<file path="config.mk">
export PLATFORM = sky130hd
export DESIGN_NAME = instruction_fetch_unit
export DESIGN_NICKNAME = d
export VERILOG_FILES = /design/src/rtl/fetch_pkg.sv /design/src/rtl/fetch_fifo.sv /design/src/rtl/instruction_fetch_unit.sv
export SDC_FILE = /design/constraint.sdc
export NUM_CORES = 1
export LEC_CHECK = 0
export CORE_MARGIN = 2
export CORE_UTILIZATION = 40
export CTS_CLUSTER_DIAMETER = 30
export CTS_CLUSTER_SIZE = 10
export DETAILED_ROUTE_END_ITERATION = 16
export REMOVE_ABC_BUFFERS = 1
export SYNTH_ARGS = -nofsm -noshare
export SYNTH_HDL_FRONTEND = slang
export SYNTH_SLANG_ARGS = --single-unit
export TNS_END_PERCENT = 5
</file>
<file path="constraint.sdc">
create_clock -name clk -period 3.45 [get_ports clk]
set_input_delay 0.5175 -clock clk [delete_from_list [all_inputs] [get_ports clk]]
set_output_delay 0.5175 -clock clk [all_outputs]
set_load 0.05 [all_outputs]
</file>
<file path="src/rtl/fetch_pkg.sv">
// rtl/fetch_pkg.sv - shared widths, state encoding and queue entry type for instruction fetch
package fetch_pkg;

    localparam int DEFAULT_ADDR_W  = 12;
    localparam int DEFAULT_INSTR_W = 19;
    localparam int DEFAULT_DEPTH   = 4;

    typedef enum logic {
        IDLE = 1'b0,
        RUN  = 1'b1
    } fetch_state_e;

    typedef struct packed {
        logic [DEFAULT_ADDR_W-1:0]  pc;
        logic [DEFAULT_INSTR_W-1:0] instr;
    } fetch_entry_t;

endpackage

</file>
<file path="src/rtl/fetch_fifo.sv">
// rtl/fetch_fifo.sv - circular prefetch queue with push, pop, flush and occupancy count
module fetch_fifo
    import fetch_pkg::*;
#(
    parameter int  DEPTH   = DEFAULT_DEPTH,
    parameter type entry_t = fetch_entry_t
) (
    input  logic                         clk,
    input  logic                         rst,
    input  logic                         push,
    input  entry_t                       push_data,
    input  logic                         pop,
    input  logic                         flush,
    output entry_t                       head_data,
    output logic                         head_valid,
    output logic [$clog2(DEPTH+1)-1:0]   count
);

    localparam int PW = $clog2(DEPTH);
    localparam int CW = $clog2(DEPTH+1);

    entry_t          mem [DEPTH];
    logic [PW-1:0]   head;
    logic [PW-1:0]   tail;
    logic            do_push;
    logic            do_pop;

    // Pointers wrap at DEPTH-1 so DEPTH need not be a power of two.
    function automatic logic [PW-1:0] bump(input logic [PW-1:0] p);
        return (p == PW'(DEPTH-1)) ? '0 : p + PW'(1);
    endfunction

    // A flush overrides any push or pop requested in the same cycle.
    assign do_pop     = pop && (count != '0) && !flush;
    assign do_push    = push && !flush && ((count != CW'(DEPTH)) || do_pop);
    assign head_valid = (count != '0);
    assign head_data  = head_valid ? mem[head] : '0;

    // Entry storage; contents only matter between push and pop, so no reset.
    always_ff @(posedge clk) begin
        if (do_push) begin
            mem[tail] <= push_data;
        end
    end

    // Head/tail pointers and occupancy.
    always_ff @(posedge clk or posedge rst) begin
        if (rst) begin
            head  <= '0;
            tail  <= '0;
            count <= '0;
        end else if (flush) begin
            head  <= '0;
            tail  <= '0;
            count <= '0;
        end else begin
            if (do_push) begin
                tail <= bump(tail);
            end
            if (do_pop) begin
                head <= bump(head);
            end
            count <= count + CW'(do_push) - CW'(do_pop);
        end
    end

endmodule

</file>
<file path="src/rtl/instruction_fetch_unit.sv">
// rtl/instruction_fetch_unit.sv - fetch sequencer: PC stream, prefetch queue, redirect flush
module instruction_fetch_unit
    import fetch_pkg::*;
#(
    parameter int                ADDR_W   = DEFAULT_ADDR_W,
    parameter int                INSTR_W  = DEFAULT_INSTR_W,
    parameter int                DEPTH    = DEFAULT_DEPTH,
    parameter logic [ADDR_W-1:0] RESET_PC = '0
) (
    input  logic                         clk,
    input  logic                         rst,
    input  logic                         en,
    output logic [ADDR_W-1:0]            imem_addr,
    input  logic [INSTR_W-1:0]           imem_data,
    output logic [INSTR_W-1:0]           instr,
    output logic [ADDR_W-1:0]            instr_pc,
    output logic                         instr_valid,
    input  logic                         instr_ready,
    input  logic                         redirect,
    input  logic [ADDR_W-1:0]            redirect_pc,
    output logic [$clog2(DEPTH+1)-1:0]   q_count
);

    localparam int CW = $clog2(DEPTH+1);

    typedef struct packed {
        logic [ADDR_W-1:0]  pc;
        logic [INSTR_W-1:0] instr;
    } entry_t;

    fetch_state_e        state_q;
    fetch_state_e        state_d;
    logic [ADDR_W-1:0]   fetch_pc;
    logic [ADDR_W-1:0]   pend_pc;
    logic [1:0]          outstanding;
    logic [CW:0]         in_use;
    logic                issue;
    logic                ret;
    logic                push;
    entry_t              push_data;
    entry_t              head_data;
    logic                head_valid;

    // State register: RUN only gates issuing, the queue is untouched by it.
    always_ff @(posedge clk or posedge rst) begin
        if (rst) begin
            state_q <= IDLE;
        end else begin
            state_q <= state_d;
        end
    end

    // Next state and issue decision; queued plus in-flight words never exceed DEPTH.
    always_comb begin
        state_d = state_q;
        issue   = 1'b0;
        in_use  = (CW+1)'(q_count) + (CW+1)'(outstanding);
        case (state_q)
            IDLE: begin
                if (en) begin
                    state_d = RUN;
                end
            end
            RUN: begin
                if (!en) begin
                    state_d = IDLE;
                end
                issue = !redirect && (in_use < (CW+1)'(DEPTH));
            end
        endcase
    end

    // Memory answers one cycle after issue, so every in-flight word returns in the
    // redirect cycle itself; suppressing the push there is what drops stale words.
    assign ret       = (outstanding != '0);
    assign push      = ret && !redirect;
    assign imem_addr = fetch_pc;

    assign push_data.pc    = pend_pc;
    assign push_data.instr = imem_data;

    // Fetch PC, in-flight count and the PC of the word currently on imem_data.
    always_ff @(posedge clk or posedge rst) begin
        if (rst) begin
            fetch_pc    <= RESET_PC;
            pend_pc     <= '0;
            outstanding <= '0;
        end else begin
            outstanding <= outstanding + 2'(issue) - 2'(ret);
            if (issue) begin
                pend_pc <= fetch_pc;
            end
            if (redirect) begin
                fetch_pc <= redirect_pc;
            end else if (issue) begin
                fetch_pc <= fetch_pc + ADDR_W'(1);
            end
        end
    end

    fetch_fifo #(
        .DEPTH   (DEPTH),
        .entry_t (entry_t)
    ) u_fifo (
        .clk        (clk),
        .rst        (rst),
        .push       (push),
        .push_data  (push_data),
        .pop        (instr_ready),
        .flush      (redirect),
        .head_data  (head_data),
        .head_valid (head_valid),
        .count      (q_count)
    );

    assign instr       = head_data.instr;
    assign instr_pc    = head_data.pc;
    assign instr_valid = head_valid;

endmodule

</file>
==> results summary, run 1 <==
The run finished with clean final reports. The number of warning messages in the yosys log is 0. The required time of the critical path came out at 2930 ps. The critical path goes through buf_12 -> mux4_2 -> and2_1 -> clkdlybuf4s50_1.

Sequential elements use 70.8% of the synthesized area. TritonCTS built the clock tree. The number of global-route vias before repair came out at 3688. The cts-stage hold buffer count is 0.

The total number of vias came out at 3500. The core area came out at 15800 µm². In the global route stage, met3 resource usage came out at 5.29%.

The power per cell area came out at 885 nW/µm². Of all nets on the critical path, the largest fanout is 19. The cell sitting at the root of the clock tree is a sky130_fd_sc_hd__clkbuf_16. Leaving out fill and tap cells, the most frequent cells in the layout are sky130_fd_sc_hd__edfxtp_1, sky130_fd_sc_hd__clkdlybuf4s50_1, sky130_fd_sc_hd__nand2_1. The peak supply drop is 486 µV. For the finished layout, the period the worst path requires is 3250 ps. The total half-perimeter wirelength after legalization and detailed placement came out at 7430 µm.

The relative slew slack came out at 39.3%. The die width is 131 µm. The final standard cell count with taps included and fillers excluded came out at 698.

The synthesized design contains 158 register bits. The number of clock buffers inserted by TritonCTS came out at 17. The share of post-route cells with drive strength above 1 is 16.2%. The transition time at the pin with the least slew margin came out at 910 ps. The count of buffers from port buffering came out at 82. The standard-cell row count is 46. Setup repair after global routing left no endpoint under its margin. From synthesis to final layout, the design area changed by 26.2%. The largest stage delay on the critical path is 710 ps. The largest individual stage delay along the critical path comes from the cell sky130_fd_sc_hd__clkdlybuf4s50_1. After global routing the overflow that remains totals 0.

The critical path is of the flip-flop to output port type. The placer's final routability congestion estimate is 0.773. The maximum count of clock buffers along a single path came out at 2. In the post-synthesis netlist, the biggest area contributors are sky130_fd_sc_hd__edfxtp_1, sky130_fd_sc_hd__dfrtp_1, sky130_fd_sc_hd__mux4_2. Each instance of the synthesized netlist takes up on average 17.1 µm². The depth of the worst register-to-register path came out at 9. The post-layout net count is 517.

The cell area after synthesis is 6460 µm². The layout has 1311 filler cells. The number of DRC markers after the initial detailed-route iteration came out at 219. In the final routed layout, each cell accounts on average for 17.3 µm. In this run, post-CTS repair resized a total of 0 instances.

Leaving out fill and tap cells, the most frequent cell in the layout is sky130_fd_sc_hd__edfxtp_1. met2 is the most crowded layer. The buffer count from post-CTS setup fixing is 0.

Of all cell types, the one taking the most synthesized area is sky130_fd_sc_hd__edfxtp_1. Once the floorplan was initialized, standard cells occupied 40.8% of the core. The floorplan die area is 17200 µm². Together, buffers and inverters on the worst path number 2. Clock-pin slew was measured on the worst setup and hold paths at 60 ps. The number of nets still failing antenna checks after routing came out at 0. The total clock sinks came out at 158.

The count of final hold-check violations was 0. For met2 alone, demand over resource in global routing was 22.9%. The vertical die dimension is 131 µm. The first-pass GRT wire length came out at 19600 µm. The path type of the worst min-delay path is input pin to asynchronous set/reset pin. The number of max-slew violations in the final report came out at 0. The number of diodes added for antenna fixing is 0. The H-tree generated during clock tree synthesis spans 4 levels. After synthesis, the netlist uses 40 different library cells. The count of boundary I/O pins is 83. The clock insertion delay at the later pin of the skew report is 420 ps. Dividing the final minimum period by the clock period gives 94.1%. The count of unresolved DRC violations after routing is 0.

The aggregate global-route resource usage came out at 15.0%. The total wire length is 12100 µm. The data arrival time at the worst-slack endpoint came out at 2730 ps. After technology mapping, the gate count stands at 379. The number of maximum-capacitance constraint violations came out at 0. The static leakage came out at 0.00287 µW. The largest net degree at the start of global routing came out at 33.

The category of the worst setup path launch point is a flip-flop. The synthesized design devotes to its leading area cell type 57.6% of total area. The number of cells on the critical path is 4. The initial antenna violation count was 0. The placed instance count came out at 666.

The setup TNS after final layout came out at 0 ps. The highest achievable clock rate came out at 308 MHz. The total iterations of the first detailed-routing run came out at 4.

The global routing usage on met1 is 20.3%. Setup violations remaining at the end of the flow were counted as 0. The sort of element at the end of the critical path is an output port.

Using the TritonRoute via totals, the vias-per-cell ratio works out to 5.01. Broken down by cell family, the worst path's largest delay share belongs to buffers and inverters. The final setup skew came out at 5.96 ps.
[synth_stat cells (all sizes together)]
cell type,instances
a21bo,1
a21boi,2
a21oi,1
a221o,8
a22oi,1
and2,35
and3,3
buf,9
clkbuf,9
dfrtp,34
edfxtp,124
fa,1
ha,11
inv,12
mux2i,4
mux4,31
nand2,38
nand3,3
nand4,2
nor2,11
nor2b,1
nor3,3
nor3b,2
nor4,5
o211ai,1
o21ai,13
o31ai,1
or2,2
or3,3
or4,1
or4b,2
xnor2,4
xor2,1
[metrics by stage]
stage          setup slack (ps)  cell area (µm²)  hold slack, ps  total power [µW]  util, %
3_5_place_dp                401             7540             503              5380     47.6
6_report                    203             8160             503              7220     51.5
2_1_floorplan               331             6380             463              4480        -
5_1_grt                    67.3             8160             538              7550     51.5
4_1_cts                    1.57             8160             514              7310     51.5
3_3_place_gp                430             7540             495              5330     47.6
[state kept, by name (all words and copies together) (netlist names)]
register      flops
state_q           1
outstanding       2
u_fifo.tail       2
u_fifo.mem      124
imem_addr        12
pend_pc          12
u_fifo.head       2
u_fifo.count      3
[layout make-up]
type | count | area, µm² | area share (%)
Clock buffer | 26 | 512 | 6.27
Clock inverter | 6 | 105 | 1.29
Inverter | 12 | 45.0 | 0.552
Multi-Input combinational cell | 191 | 1760 | 21.6
Sequential cell | 158 | 4580 | 56.1
Tap cell | 216 | 270 | 3.31
Timing Repair Buffer | 89 | 886 | 10.9
[final timing paths]
path                                       startpoint                         to  slack (ps)
max                        u_fifo.head[0]$_DFFE_PP0P_                instr_pc[3]         200
min                                               rst  u_fifo.count[2]$_DFF_PP0_         500
max reg2reg                 u_fifo.count[1]$_DFF_PP0_   outstanding[1]$_DFF_PP0_         900
min reg2reg                  outstanding[1]$_DFF_PP0_   outstanding[1]$_DFF_PP0_         510
max in group asynchronous                         rst     pend_pc[9]$_DFFE_PP0P_        2260
min in group clk             outstanding[1]$_DFF_PP0_   outstanding[1]$_DFF_PP0_         510
[metal layers]
metal  vias up  routed length (µm)
met3         5                 655
met2       104                5600
met1      1763                5730
met4         0                  65
li1       1628                   -
met5         -                   0
[where the power goes]
part           switching, µW  leakage [µW]  internal, µW
clock                    681      0.000303          1240
combinational           1520       0.00101           984
sequential               255       0.00156          2540
total                   2460       0.00287          4760
[logic make-up after synthesis]
group	count (synthesis)	synth area share [%]
multiplexers	35	11.4
XOR/XNOR	5	0.677
AO/OA/AOI/OAI	28	3.23
AND/OR/NAND/NOR	111	9.41
buffers and inverters	30	2.07
adder cells (fa/ha/maj)	12	2.44
flip-flops	158	70.8
(Power assumes the default switching activity.)
==> inputs of run 2 (changes only) <==
Settings changed: CORE_UTILIZATION 40 to 55, PLACE_DENSITY from default to 0.79.
==> run 2 against run 1 <==
Final cell count fell by 11%. Via count decreased by 0.11%. Hold slack improved by 11 ps. Non-clock buffer count down 2. Wire length up 0.80%. First-iteration DRC count down 14%. Fmax is 12% higher. Clock skew is 7.6 ps higher. Sequential power barely moved. Final area decreased by 2.3%. Combinational power down 3%. Global-route usage up 5.6 points. Largest cell class unchanged. Highest routed layer unchanged.
==> results summary, run 2 (synthesized netlist as in run 1, its figures left out) <==
The flow ran to the end, and the final reports show no timing, DRC or antenna violations. The most critical setup path has its startpoint at u_fifo.head[0]$_DFFE_PP0P_. The total iterations of the first detailed-routing run is 4. The post-synthesis to final-layout area growth is 23.2%.

The register-to-register setup slack came out at 760 ps. The met2 layer wire length in the routed design is 6250 µm. The deepest level of the CTS H-tree is 4.

The most critical setup path has its endpoint at instr_pc[3]. The worst setup path is of the flip-flop to output port kind. For this block, wires on met1 add up to 5050 µm. The total wire length is 12200 µm. The number of global-route vias before repair came out at 3903. For this block, the via count after detailed routing is 3496. The launch instance of the worst register-to-register path is u_fifo.count[1]$_DFF_PP0_. Ranked by flip-flop count, first place goes to u_fifo.mem. The path type of the worst min-delay path is flip-flop to flip-flop. The clock root buffer is sky130_fd_sc_hd__clkbuf_16. The highest achievable clock rate came out at 344 MHz. The total overflow left after global routing is 0.

The category of the worst setup path launch point is a flip-flop. The clock insertion delay at the later pin of the skew report came out at 430 ps. Max-cap violations in this run came to 0. The die width is 112 µm. The largest driver fanout on the critical path came out at 19. The count of final hold-check violations is 0.

The number of setup buffers added after CTS is 0. The post-layout net count is 515. The power after layout came out at 7160 µW. The power per cell area is 899 nW/µm².

Across the routed clock network, the largest skew measured is 13.5 ps. The worst path uses 84.3% of the clock period. The most frequent standard cell in the layout excluding fill and tap cells is sky130_fd_sc_hd__edfxtp_1. The placed instance count is 591.

Setup total negative slack on the finished layout was measured at 0 ps. The transition time at the pin with the least slew margin came out at 883 ps. The floorplan die area came out at 12600 µm². The first-pass GRT wire length came out at 19700 µm.

The number of inserted filler cells in the final layout came out at 739. The vertical die dimension came out at 112 µm. The final count of negative-setup-slack endpoints is 0.

The worst setup path is captured at an output port. The standard-cell row count came out at 39. The number of diodes added for antenna fixing is 0.

The number of max-slew violations in the final report came out at 0. The required time of the critical path is 2930 ps. The clock-pin slew reported for the worst setup and hold paths after clock tree synthesis came out at 60 ps. The largest net degree at the start of global routing came out at 34. The starting density of the core came out at 56.4%. The total half-perimeter wirelength after legalization and detailed placement came out at 7250 µm. The number of nets still failing antenna checks after routing is 0. TritonCTS built the clock tree. The depth of the worst register-to-register path came out at 9. The clock net in this run drives a total of 158 sinks. The highest layer touched by signal routing is met4.

The count of buffers from port buffering came out at 82. The count of boundary I/O pins is 83. Once layout is complete, the utilization of the core stands at 69.5%. The time the worst path needs with I/O delays and setup is 2910 ps. Leaving out fill and tap cells, the most frequent cells in the layout are sky130_fd_sc_hd__edfxtp_1, sky130_fd_sc_hd__clkdlybuf4s50_1, sky130_fd_sc_hd__nand2_1. The placer's final routability congestion estimate is 0.799.

The number of DRC markers after the initial detailed-route iteration is 188. The count of unresolved DRC violations after routing came out at 0. The final standard cell count with taps included and fillers excluded came out at 623. The initial antenna violation count is 0.

The cts-stage hold buffer count came out at 0. The worst register-to-register path ends at outstanding[1]$_DFF_PP0_. STA puts the critical path data arrival time at 2390 ps.

The relative slew slack is 41.1%. The floorplan step defined a core boundary enclosing 11500 µm². The average detailed-routed wire length per instance came out at 19.5 µm. The routed length on met3 came out at 748 µm. The number of clock buffers inserted by TritonCTS is 17. The number of cells upsized or downsized after cts came out at 0.

After detailed routing, the number of vias per cell comes to 5.61. Setup repair after global routing left no endpoint under its margin. Counting instances, the worst hold path has a depth of 1.

The static leakage is 0.00291 µW. Cells with a size suffix above 1 make up 23.3% of the layout. The peak supply drop is 823 µV. The number of flip-flops in the largest register came out at 124.

Global routing used 20.6% of the available tracks across all layers. The clock passes through at most 2 buffers.
run 2: changes by cell type in the layout (fill, tap and decap cells not counted), sizes merged:
cell	delta
buf	+29
clkinv	+1
clkbuf	-8
clkdlybuf4s50	-31
clkinvlp	+1
inv	+6
run 2: layer usage:
layer | up-vias | global-route usage, %
li1 | 1619 | -
met1 | 1751 | 27.0
met2 | 114 | 33.7
met3 | 12 | 6.10
met4 | 0 | 6.50
met5 | - | 0
run 2: cell type report:
class                   instances  area (µm²)  share of cell area, %
clock buffers                  18         429                   5.39
clock inverters                14         183                   2.29
inverters                      12        45.0                  0.565
multi-input cells             191        1760                   22.1
flip-flops and latches        158        4580                   57.4
well taps                     143         179                   2.25
repair buffers                 87         793                   9.96
run 2: worst min-delay path by stage:
| stage | end | from |
|---|---|---|
| floorplan | outstanding[1]$_DFF_PP0_ | outstanding[1]$_DFF_PP0_ |
| global placement | outstanding[1]$_DFF_PP0_ | outstanding[1]$_DFF_PP0_ |
| detailed placement | outstanding[1]$_DFF_PP0_ | outstanding[1]$_DFF_PP0_ |
| CTS | outstanding[1]$_DFF_PP0_ | outstanding[1]$_DFF_PP0_ |
| global route | state_q$_DFF_PP0_ | en |
| finish | outstanding[1]$_DFF_PP0_ | outstanding[1]$_DFF_PP0_ |
run 2: worst max-delay path, stage by stage, from the launching register on:
cell and delay (ps):
sky130_fd_sc_hd__dfrtp_2 780, sky130_fd_sc_hd__buf_12 270, sky130_fd_sc_hd__mux4_2 520, sky130_fd_sc_hd__and2_1 200, sky130_fd_sc_hd__buf_4 190
run 2: report_power, final:
group | internal, µW | switching [µW] | total, µW | leakage (µW)
clock | 1160 | 768 | 1920 | 0.000300
sequential | 2530 | 274 | 2810 | 0.00156
combinational | 912 | 1520 | 2430 | 0.00105
run 2: per-stage QoR:
step           setup WS [ps]  hold WS, ps  area (µm²)
2_1_floorplan            331          463        6380
3_3_place_gp             513          482        7350
3_5_place_dp             452          497        7350
4_1_cts                  486          509        7970
5_1_grt                  412          536        7970
6_report                 543          514        7970
